$ cat config.mk
export PLATFORM = sky130hd
export DESIGN_NAME = vent_fan_driver_flat
export DESIGN_NICKNAME = d
export VERILOG_FILES = /design/src/rtl/vent_fan_if.sv /design/src/rtl/vent_fan_driver.sv /design/src/flat_wrapper.sv
export SDC_FILE = /design/constraint.sdc
export NUM_CORES = 1
export LEC_CHECK = 0
export CORE_ASPECT_RATIO = 1.5
export CORE_MARGIN = 5
export CORE_UTILIZATION = 58
export CTS_BUF_LIST = sky130_fd_sc_hd__clkbuf_2 sky130_fd_sc_hd__clkbuf_4 sky130_fd_sc_hd__clkbuf_8
export DETAILED_ROUTE_END_ITERATION = 10
export PLACE_DENSITY = 0.8
export REMOVE_ABC_BUFFERS = 1
export SLEW_MARGIN = 25
export SYNTH_ARGS = -nofsm -noshare
export SYNTH_HDL_FRONTEND = slang
export SYNTH_SLANG_ARGS = --single-unit
$ cat constraint.sdc
create_clock -name clk -period 3.8 [get_ports clk]
set_input_delay 0.76 -clock clk [delete_from_list [all_inputs] [get_ports clk]]
set_output_delay 0.76 -clock clk [all_outputs]
set_load 0.05 [all_outputs]
$ cat src/rtl/vent_fan_if.sv
// Room fan link: ventilation request and demand level in, fan drive and status out.
interface vent_fan_if;
    logic       state_vintilation;
    logic [3:0] counter;
    logic       fan_pwm;
    logic       fan_on;
    logic [3:0] speed;
    logic       ramp_busy;
    logic [1:0] fsm_state;

    modport master (
        output state_vintilation, counter,
        input  fan_pwm, fan_on, speed, ramp_busy, fsm_state
    );

    modport slave (
        input  state_vintilation, counter,
        output fan_pwm, fan_on, speed, ramp_busy, fsm_state
    );
endinterface

$ cat src/rtl/vent_fan_driver.sv
// Room fan driver: soft-ramped duty level, PWM output and a minimum run time
// so short ventilation requests never cycle the motor.
module vent_fan_driver #(
    parameter int unsigned RAMP_DIV = 8,
    parameter int unsigned MIN_ON   = 32,
    parameter int unsigned MIN_DUTY = 4
) (
    input  logic      clk,
    input  logic      rst,
    vent_fan_if.slave bus
);
    localparam int unsigned PW = (RAMP_DIV > 2) ? $clog2(RAMP_DIV) : 1;
    localparam int unsigned TW = 8;
    localparam logic [PW-1:0] PRE_LAST   = PW'(RAMP_DIV - 1);
    localparam logic [3:0]    DUTY_FLOOR = 4'(MIN_DUTY);
    localparam logic [TW-1:0] TMR_LOAD   = TW'(MIN_ON);

    typedef enum logic [1:0] {
        ST_OFF  = 2'd0,
        ST_RAMP = 2'd1,
        ST_RUN  = 2'd2
    } state_t;

    state_t        state;
    logic [3:0]    speed;
    logic [3:0]    pwm_cnt;
    logic [PW-1:0] prescaler;
    logic [TW-1:0] min_timer;
    logic          fan_on;
    logic          fan_pwm;
    logic          ramp_busy;

    logic          hold_c;
    logic [3:0]    target_c;
    logic          step_c;

    // Demand is live every cycle; the run timer keeps it alive after the request drops.
    always_comb begin
        hold_c   = bus.state_vintilation | (min_timer != '0);
        target_c = 4'd0;
        if (hold_c) begin
            target_c = (bus.counter > DUTY_FLOOR) ? bus.counter : DUTY_FLOOR;
        end
        step_c   = (prescaler == PRE_LAST);
    end

    always_ff @(posedge clk) begin
        if (!rst) begin
            state     <= ST_OFF;
            speed     <= 4'd0;
            pwm_cnt   <= 4'd0;
            prescaler <= '0;
            min_timer <= '0;
            fan_on    <= 1'b0;
            fan_pwm   <= 1'b0;
            ramp_busy <= 1'b0;
        end else begin
            pwm_cnt <= pwm_cnt + 4'd1;
            fan_pwm <= (pwm_cnt < speed);
            if (min_timer != '0) begin
                min_timer <= min_timer - TW'(1);
            end

            case (state)
                ST_OFF: begin
                    speed <= 4'd0;
                    if (bus.state_vintilation) begin
                        state     <= ST_RAMP;
                        fan_on    <= 1'b1;
                        ramp_busy <= 1'b1;
                        min_timer <= TMR_LOAD;
                        prescaler <= '0;
                    end
                end
                ST_RAMP: begin
                    if ((speed == target_c) && (target_c != 4'd0)) begin
                        state     <= ST_RUN;
                        ramp_busy <= 1'b0;
                    end else if ((speed == 4'd0) && (target_c == 4'd0)) begin
                        state     <= ST_OFF;
                        fan_on    <= 1'b0;
                        ramp_busy <= 1'b0;
                    end else if (step_c) begin
                        // Direction is re-evaluated at each step so target changes re-aim the ramp.
                        prescaler <= '0;
                        if (speed < target_c) begin
                            speed <= speed + 4'd1;
                        end else if (speed > target_c) begin
                            speed <= speed - 4'd1;
                        end
                    end else begin
                        prescaler <= prescaler + PW'(1);
                    end
                end
                ST_RUN: begin
                    if (target_c != speed) begin
                        state     <= ST_RAMP;
                        ramp_busy <= 1'b1;
                        prescaler <= '0;
                    end
                end
                default: begin
                    state     <= ST_OFF;
                    speed     <= 4'd0;
                    fan_on    <= 1'b0;
                    ramp_busy <= 1'b0;
                end
            endcase
        end
    end

    assign bus.fsm_state = state;
    assign bus.speed     = speed;
    assign bus.fan_on    = fan_on;
    assign bus.fan_pwm   = fan_pwm;
    assign bus.ramp_busy = ramp_busy;
endmodule

$ cat src/flat_wrapper.sv
// flat-port wrapper written by rule: the top's interface ports become plain ports
module vent_fan_driver_flat 
#(
    parameter int unsigned RAMP_DIV = 8,
    parameter int unsigned MIN_ON   = 32,
    parameter int unsigned MIN_DUTY = 4
)
  (clk, rst, bus_state_vintilation, bus_counter, bus_fan_pwm, bus_fan_on, bus_speed, bus_ramp_busy, bus_fsm_state);
  vent_fan_if bus_i ();
  input  logic clk;
  input  logic rst;
  input wire logic [$bits(bus_i.state_vintilation)-1:0] bus_state_vintilation;
  input wire logic [$bits(bus_i.counter)-1:0] bus_counter;
  output wire logic [$bits(bus_i.fan_pwm)-1:0] bus_fan_pwm;
  output wire logic [$bits(bus_i.fan_on)-1:0] bus_fan_on;
  output wire logic [$bits(bus_i.speed)-1:0] bus_speed;
  output wire logic [$bits(bus_i.ramp_busy)-1:0] bus_ramp_busy;
  output wire logic [$bits(bus_i.fsm_state)-1:0] bus_fsm_state;
  assign bus_i.state_vintilation = bus_state_vintilation;
  assign bus_i.counter = bus_counter;
  assign bus_fan_pwm = bus_i.fan_pwm;
  assign bus_fan_on = bus_i.fan_on;
  assign bus_speed = bus_i.speed;
  assign bus_ramp_busy = bus_i.ramp_busy;
  assign bus_fsm_state = bus_i.fsm_state;
  vent_fan_driver #(.RAMP_DIV(RAMP_DIV), .MIN_ON(MIN_ON), .MIN_DUTY(MIN_DUTY)) u_core (.clk(clk), .rst(rst), .bus(bus_i));
endmodule
==> results of run 1 <==
## worst paths after layout
check / end / slack, ns / from / depth (start not counted)
max: u_core.bus.speed[3] / 0.12 / bus_state_vintilation / 14
min reg2reg: u_core.pwm_cnt[0] / 0.49 / u_core.pwm_cnt[0] / 1
min: u_core.pwm_cnt[0] / 0.49 / u_core.pwm_cnt[0] / 1
max reg2reg: u_core.bus.speed[3] / 0.36 / u_core.min_timer[0] / 15
## stage by stage
step	instances	area (µm²)	hold WS (ns)
2_1_floorplan	151	1390	0.427
3_3_place_gp	195	1610	0.441
3_5_place_dp	195	1610	0.459
4_1_cts	199	1640	0.489
5_1_grt	199	1640	0.533
6_report	199	1640	0.485
## cells in the mapped netlist, drive strengths merged (2+ instances only)
library cell,instances
nor2b,2
clkbuf,3
inv,12
nor4b,3
nand2,6
or3,2
or4,3
a21o,2
dfxtp,23
or2b,2
and2,4
o211a,2
a21oi,11
nor4,3
xor2,4
ha,13
o21ai,5
nand2b,2
nor2,14
or2,3
xnor2,6
buf,2
a211o,4
a21boi,2
nor3b,2
nor3,2
nand3,7
## flip-flops by register name (all words and copies together) (netlist names)
name	count
u_core.bus.fan_on	1
u_core.bus.fan_pwm	1
u_core.bus.fsm_state	1
u_core.bus.ramp_busy	1
u_core.bus.speed	4
u_core.min_timer	8
u_core.prescaler	3
u_core.pwm_cnt	4
## where the power goes
group	internal [µW]	total, µW	switching, µW
Combinational	306	651	345
Sequential	299	383	84.6
Clock	39.4	114	74.6
Total	644	1150	504
## routing by layer
layer / share of wire (%) / GRT usage, % / routed length [µm] / up-vias
met5: 0 / 0 / 0 / -
met4: 2.7 / 6.82 / 87 / 0
met3: 3.9 / 3.37 / 124 / 10
met2: 57 / 38.3 / 1810 / 29
met1: 37 / 20.1 / 1170 / 564
li1: - / - / - / 589
## final cells by class
class	count	area (µm²)
Multi-Input combinational cell	116	888
Fill cell	201	783
Sequential cell	23	460
Timing Repair Buffer	20	188
Inverter	12	45.0
Tap cell	24	30.0
Clock buffer	3	22.5
Clock inverter	1	5.00
## worst max-delay path, delay by kind of cell
family                   cells  cell delay, ns
AO/OA/AOI/OAI                5            0.70
adder cells (fa/ha/maj)      2            0.59
buffers and inverters        1            0.47
AND/OR/NAND/NOR              6            1.39
## kinds of logic (layout without fill, tap and decap cells)
| logic type | count (synthesis) | count (layout) |
|---|---|---|
| xor+xnor | 10 | 10 |
| buf+inv | 17 | 36 |
| flops | 23 | 23 |
| compound gates | 33 | 33 |
| fa+ha+maj | 14 | 14 |
| simple gates | 59 | 59 |
==> results.txt, run 1 <==
The flow ran to the end, and the final reports show no timing, DRC or antenna violations. Of the total synthesized cell area, the portion taken by AND, OR, NAND and NOR gates is 26.5%. The tools report the gate count after technology mapping as 156.

By startpoint and endpoint, the worst setup path is classified as in -> reg. Yosys mapped a number of flops with a built-in enable equal to 0. The die is 71.0 µm tall.

At the end of routability-driven placement, the weighted congestion stood at 0.924. Buffers added to address setup during post-CTS repair amount to 0. The maximum number of pins on one net before global-route repair came out at 14. The first global-routing pass estimated 5650 µm of wire.

Setup total negative slack on the finished layout was measured at 0 ns. For the pin with the worst max-slew slack, the measured transition is 0.556 ns. Setup slack on the critical path of the routed design comes to 0.124 ns. The first-iteration detailed-routing DRC count is 32.

The worst pin sits at a relative slew slack of 62.8%. The die covers 0.00359 mm². Summing the areas of all fa, ha and maj instances in the mapped netlist gives 12.7% of the synthesized area. The post-route clock skew was 0.00486 ns.

Of the post-synthesis cell area, the dominant cell type holds 32.1%. Clock-pin slew on the worst setup and hold paths: 0.13 ns. The largest single stage delay on the critical path is 0.47 ns. At the later pin of the worst-skew pair, clock insertion delay measures 0.31 ns.

The Yosys step of the flow raised 0 warnings. The clock passes through at most 2 buffers. The tightest min-delay check is of the reg -> reg type.

For the worst setup path, the data required time is 4.03 ns. At the end of the flow the core is filled with cells to 67.7%. The dominant combinational cell family by area after synthesis is simple AND/OR/NAND/NOR gates. Number of hold violations in the final report: 0. For the number of antenna violations at the first check in global routing, the log shows 0. In this run the power density over the cells is 700 mW/mm².

Most frequently used flop master after synthesis: sky130_fd_sc_hd__dfxtp_1. The worst setup path is captured at a flip-flop. The detail route stage leaves a number of antenna-violating nets equal to 0. The tools report the aggregate global-route resource usage as 19.7%. The most repeated library cell on the critical path is sky130_fd_sc_hd__ha_1. The number of H-tree branching levels is 1, and the leakage component of the power is 0.000690 µW. The post-CTS resize count is 0. For the number of nets in the layout, the log shows 197. The leftover overflow at the end of global routing came out at 0. Buffers inserted during clock tree synthesis total 3. The worst path in the final design needs a cycle of 3.68 ns, including I/O delays and setup. The part of the cycle the worst path needs is 96.7%, and the final routed wirelength across all metal layers is 3190 µm. For this design the top-level I/O count stands at 16. STA classifies the critical path startpoint as a primary input.

After detailed routing, the number of remaining DRC violations is 0. TritonCTS built the clock tree. Ranked by total cell area, the synthesized netlist is headed by sky130_fd_sc_hd__dfxtp_1 32%, sky130_fd_sc_hd__ha_1 11%, sky130_fd_sc_hd__nor2_1 3.7%. The number of antenna diodes in the final layout is 0.

The multiplexer area fraction after synthesis was 0%; the final count of negative-setup-slack endpoints was 0. The average instance in the mapped netlist occupies 9.21 µm². The area added between synthesis and finish is 14.1%.

Summed over all instances, the cell type with the most area after synthesis is sky130_fd_sc_hd__dfxtp_1. In this run, post-CTS hold repair placed 0 buffers. The pre-CTS setup slack was -0.162 ns. The via total after detailed routing was 1192; the number of I/O port buffers was 15. The first TritonRoute pass finished after 4 iterations.

The number of global-route vias before repair was 1313; the post-synthesis compound-gate area fraction was 16.6%. The count of final max-slew check failures was 0. The count of standard-cell rows was 22; the count of unique library cells instantiated by Yosys was 50.

The cell area that synthesis handed to floorplanning was 0.00144 mm². Leaving out fill and tap cells, the most frequent cells in the layout are 23 x sky130_fd_sc_hd__dfxtp_1, 15 x sky130_fd_sc_hd__clkdlybuf4s50_1, 14 x sky130_fd_sc_hd__nor2_1, 13 x sky130_fd_sc_hd__ha_1, 12 x sky130_fd_sc_hd__inv_1. The maximum resistive drop on vdd came out at 0.000362 V. The tree built by TritonCTS fans out to 23 sinks. Power comes to 1150 µW. HPWL after detailed placement: 2560 µm. Setup repair after global routing left no endpoint under its margin. The share of the synthesized netlist area taken by xor and xnor gates works out to 6.10%. Traced cell by cell, the critical path runs through clkdlybuf4s50_1, nor4b_4, nand2_4, o211ai_1, ha_1, and2b_2, o211a_1, nand2b_1, ha_1, a21o_1, a21oi_1, or3_1, and2_1, o32ai_2. The library cell used most frequently in the layout, excluding fill and tap cells, is sky130_fd_sc_hd__dfxtp_1.

The maximum fanout count along the critical path works out to 3. The cell sitting at the root of the clock tree is a sky130_fd_sc_hd__clkbuf_4. The run gives 59.3% as the starting utilization of the core area. The data arrival time at the worst-slack endpoint is 3.91 ns, and the synthesized flop and latch total is 23. After detailed routing, the average wire length per cell comes to 16.0 µm. The async set-or-reset flop fraction in the synthesized netlist is 0%. The die span in x works out to 50.6 µm.

After floorplanning, the core was sized to cover 0.00242 mm². The number of maximum-capacitance constraint violations is 0, and the per-cell via count in the routed design is 5.99. Static timing analysis puts the maximum clock frequency at 0.272 GHz. The post-route netlist has 14.3% of its cells at a drive strength greater than 1. The critical-path cell with the highest stage delay was sky130_fd_sc_hd__clkdlybuf4s50_1.

For the portion of the post-synthesis area used by sequential elements, the log shows 32.1%.
Power figures use the tool's default switching activity.
==> run 2: changes to the inputs <==
--- a/config.mk
+++ b/config.mk
@@ -11,6 +11,7 @@
 export CTS_BUF_LIST = sky130_fd_sc_hd__clkbuf_2 sky130_fd_sc_hd__clkbuf_4 sky130_fd_sc_hd__clkbuf_8
 export DETAILED_ROUTE_END_ITERATION = 10
 export PLACE_DENSITY = 0.8
+export RECOVER_POWER = 25
 export REMOVE_ABC_BUFFERS = 1
 export SLEW_MARGIN = 25
 export SYNTH_ARGS = -nofsm -noshare
==> results.txt, run 2 (synthesis results as in run 1) <==
The highest attainable clock frequency is 0.272 GHz (+0.13%). The number of sinks handled by clock tree synthesis is 23 (unchanged). The number of I/O port buffers is 15 (unchanged). Counting stages on the worst path, the most repeated cell is sky130_fd_sc_hd__ha_1. The register-to-register path setup slack was 0.35 ns (about the same). Walking the worst path, the cells encountered are clkdlybuf4s50_1, nor4b_4, nand2_4, o211ai_1, ha_1, and2b_2, o211a_1, nand2b_1, ha_1, a21o_1, a21oi_1, or3_1, a32oi_1, o32ai_2. The core area came out at 0.00242 mm² (unchanged). The maximum fanout count along the critical path is 3 (unchanged), and the latest clock arrival within the worst-skew pair is 0.31 ns (about the same). The cell depth of the worst flop-to-flop path was 15 (unchanged); the post-layout total power was 1140 µW (-0.81%).

The number of antenna violations at the first check in global routing is 0 (unchanged). The run gives 1 (unchanged) as the number of H-tree branching levels. The logs give 0.924 (unchanged) for the routability congestion estimate and 0 (unchanged) for the leftover overflow at the end of global routing. The part of the cycle the worst path needs was 96.6% (-0.13 points); the area added between synthesis and finish was 13.7%.

The tools report the end of the worst register-to-register path as u_core.bus.speed[3]. STA classifies the critical path endpoint as a flip-flop. The slew at the pin closest to its max-slew limit was 0.927 ns (+0.371 ns). For the post-CTS resize count, the log shows 0 (unchanged).

The shortest clock period the worst path allows after layout is 3.67 ns (-0.00488 ns). The logs give 37.3% (-25 points) for the worst slew margin relative to its limit and 5650 µm (unchanged) for the global-route wire length before repair. The tools report the remaining design rule violation count as 0 (unchanged). The flip-flop count of the largest register, all copies and words added came out at 8 (unchanged). First-iteration detailed-routing DRC count: 22 (-31%).

The post-route clock skew is 0.00593 ns (+0.00107 ns), and the area of all placed cells without fillers is 0.00163 mm² (-0.38%). The tools report the number of nets in the layout as 197 (unchanged). The maximum resistive drop on vdd is 0.000359 V (-0.78%), and the aggregate global-route resource usage is 19.7% (unchanged). The buffering stage count on the worst path with inverters included came out at 1 (unchanged). For the number of global-route vias before repair, the log shows 1313 (unchanged).

The data arrival time at the worst-slack endpoint is 3.87 ns (-0.04 ns), and the per-cell via count in the routed design is 6.05 (+1.0%). Number of maximum-capacitance constraint violations: 0 (unchanged). Count of final max-slew check failures: 0 (unchanged). The power per unit of standard cell area is 697 mW/mm² (-0.43%), and the post-placement cell count is 195 (unchanged). Leakage component of the power: 0.000688 µW (-0.31%).

The path class of the tightest hold or removal check is reg -> reg. The number of hold violations in the final report is 0 (unchanged). Critical-path cell with the highest stage delay: sky130_fd_sc_hd__clkdlybuf4s50_1. The worst setup path is launched from a primary input.

The flow ran to the end, and the final reports show no timing, DRC or antenna violations. Longest individual stage delay on the worst path: 0.47 ns (about the same). The logs give 3190 µm (about the same) for the final routed wirelength across all metal layers and 0 ns (unchanged) for the total negative slack for setup checks. The final cell count without fillers is 199 (unchanged).

The tools report the filler cell count in the final layout as 203 (+1.0%). The final count of negative-setup-slack endpoints was 0 (unchanged). TritonCTS built the clock tree. The run gives 0 (unchanged) as the number of buffers inserted by hold repair at cts.

Iteration count of the initial detailed-routing pass: 4 (unchanged). The vertical extent of the die is 71.0 µm (unchanged), and the via total after detailed routing is 1204 (+1.0%). Setup repair after global routing left no endpoint under its margin.

The tools report the worst min-delay path startpoint as u_core.pwm_cnt[0]. The number of buffers created by CTS was 3 (unchanged); the count of boundary I/O pins was 16 (unchanged). The final standard cell utilization of the core is 67.4% (-0.26 points).

The average wire per standard cell was 16.0 µm (about the same). The tools report the antenna diode count as 0 (unchanged). The largest registers in the layout are u_core.min_timer: 8 flops, u_core.bus.speed: 4 flops, u_core.pwm_cnt: 4 flops.

The category of the critical setup timing path is in -> reg. The clock-pin slew on the worst setup and hold paths was 0.13 ns (about the same). The maximum buffer depth of the clock tree is 2 (unchanged), and the fraction of final layout cells sized beyond drive strength 1 is 13.7% (-0.57 points). The cell family contributing the most delay on the critical path is simple AND/OR/NAND/NOR gates. The startpoint identified for the worst register-to-register timing path is u_core.min_timer[0]. The most common cell after layout, fill and taps aside was sky130_fd_sc_hd__dfxtp_1.

Number of routed nets with antenna violations: 0 (unchanged). The starting utilization of the core area is 59.3% (unchanged). The top cell types in the final layout, fill and taps aside, are 23 x sky130_fd_sc_hd__dfxtp_1, 14 x sky130_fd_sc_hd__nor2_1, 14 x sky130_fd_sc_hd__clkdlybuf4s50_1, 13 x sky130_fd_sc_hd__ha_1, 12 x sky130_fd_sc_hd__inv_1. The post-CTS setup buffer count is 0 (unchanged).

The placement-stage cell area was 0.00161 mm² (unchanged); the count of standard-cell rows was 22 (unchanged). The die span in x is 50.6 µm (unchanged). The root buffer cell is sky130_fd_sc_hd__clkbuf_4. For the maximum number of pins on one net before global-route repair, the log shows 14 (unchanged).

The critical path data required time is 4.00 ns (-0.03 ns). The depth of the worst hold-timing path works out to 1 (unchanged). The path with the worst hold slack has its endpoint at u_core.pwm_cnt[0]. More flip-flops sit in one register than any other, and that register is u_core.min_timer.

The HPWL after detailed placement was 2560 µm (unchanged); the overall die area was 0.00359 mm² (unchanged).
run 2: cell count changes in the layout (fill, tap and decap cells not counted):
cell | before | now
sky130_fd_sc_hd__clkdlybuf4s50_1 | 15 | 14
sky130_fd_sc_hd__dlygate4sd3_1 | 0 | 1
sky130_fd_sc_hd__nor4b_1 | 1 | 2
sky130_fd_sc_hd__nor4b_2 | 1 | 0
run 2: metal layers:
layer,vias up,global-route usage [%],share of wire [%]
met5,-,0,0
met4,0,6.82,3.3
met3,12,3.37,4.0
met2,31,38.3,56
met1,572,20.1,36
li1,589,-,-
run 2: layout make-up:
cell class                      count  area [µm²]  share of cell area [%]
Inverter                           12        45.0                    2.76
Clock inverter                      1        5.00                   0.307
Multi-Input combinational cell    116         882                    54.0
Sequential cell                    23         460                    28.2
Clock buffer                        3        22.5                    1.38
Tap cell                           24        30.0                    1.84
Timing Repair Buffer               20         188                    11.5
run 2: worst max-delay path by stage:
stage / slack [ns] / cells after the start / start / end
CTS: 0.15 / 14 / bus_state_vintilation / u_core.bus.speed[3]
global route: 0.008 / 14 / bus_state_vintilation / u_core.bus.speed[3]
global placement: 0.006 / 14 / bus_state_vintilation / u_core.bus.speed[3]
detailed placement: -0.16 / 14 / bus_state_vintilation / u_core.bus.speed[3]
floorplan: 0.48 / 13 / bus_state_vintilation / u_core.bus.speed[3]
finish: 0.13 / 14 / bus_state_vintilation / u_core.bus.speed[3]
run 2: stage by stage:
| stage | setup WS [ns] | hold slack (ns) |
|---|---|---|
| after detailed placement | -0.162 | 0.459 |
| after CTS | 0.151 | 0.489 |
| final | 0.129 | 0.485 |
| after global placement | 0.00647 | 0.441 |
| after global routing | 0.00785 | 0.533 |
| after floorplan | 0.484 | 0.427 |
run 2: power breakdown:
| part | internal, µW | switching, µW | leakage [µW] |
|---|---|---|---|
| registers | 299 | 83.1 | 0.000188 |
| logic | 301 | 342 | 0.000482 |
| clock network | 39.4 | 74.2 | 0.0000177 |
| total | 639 | 499 | 0.000688 |
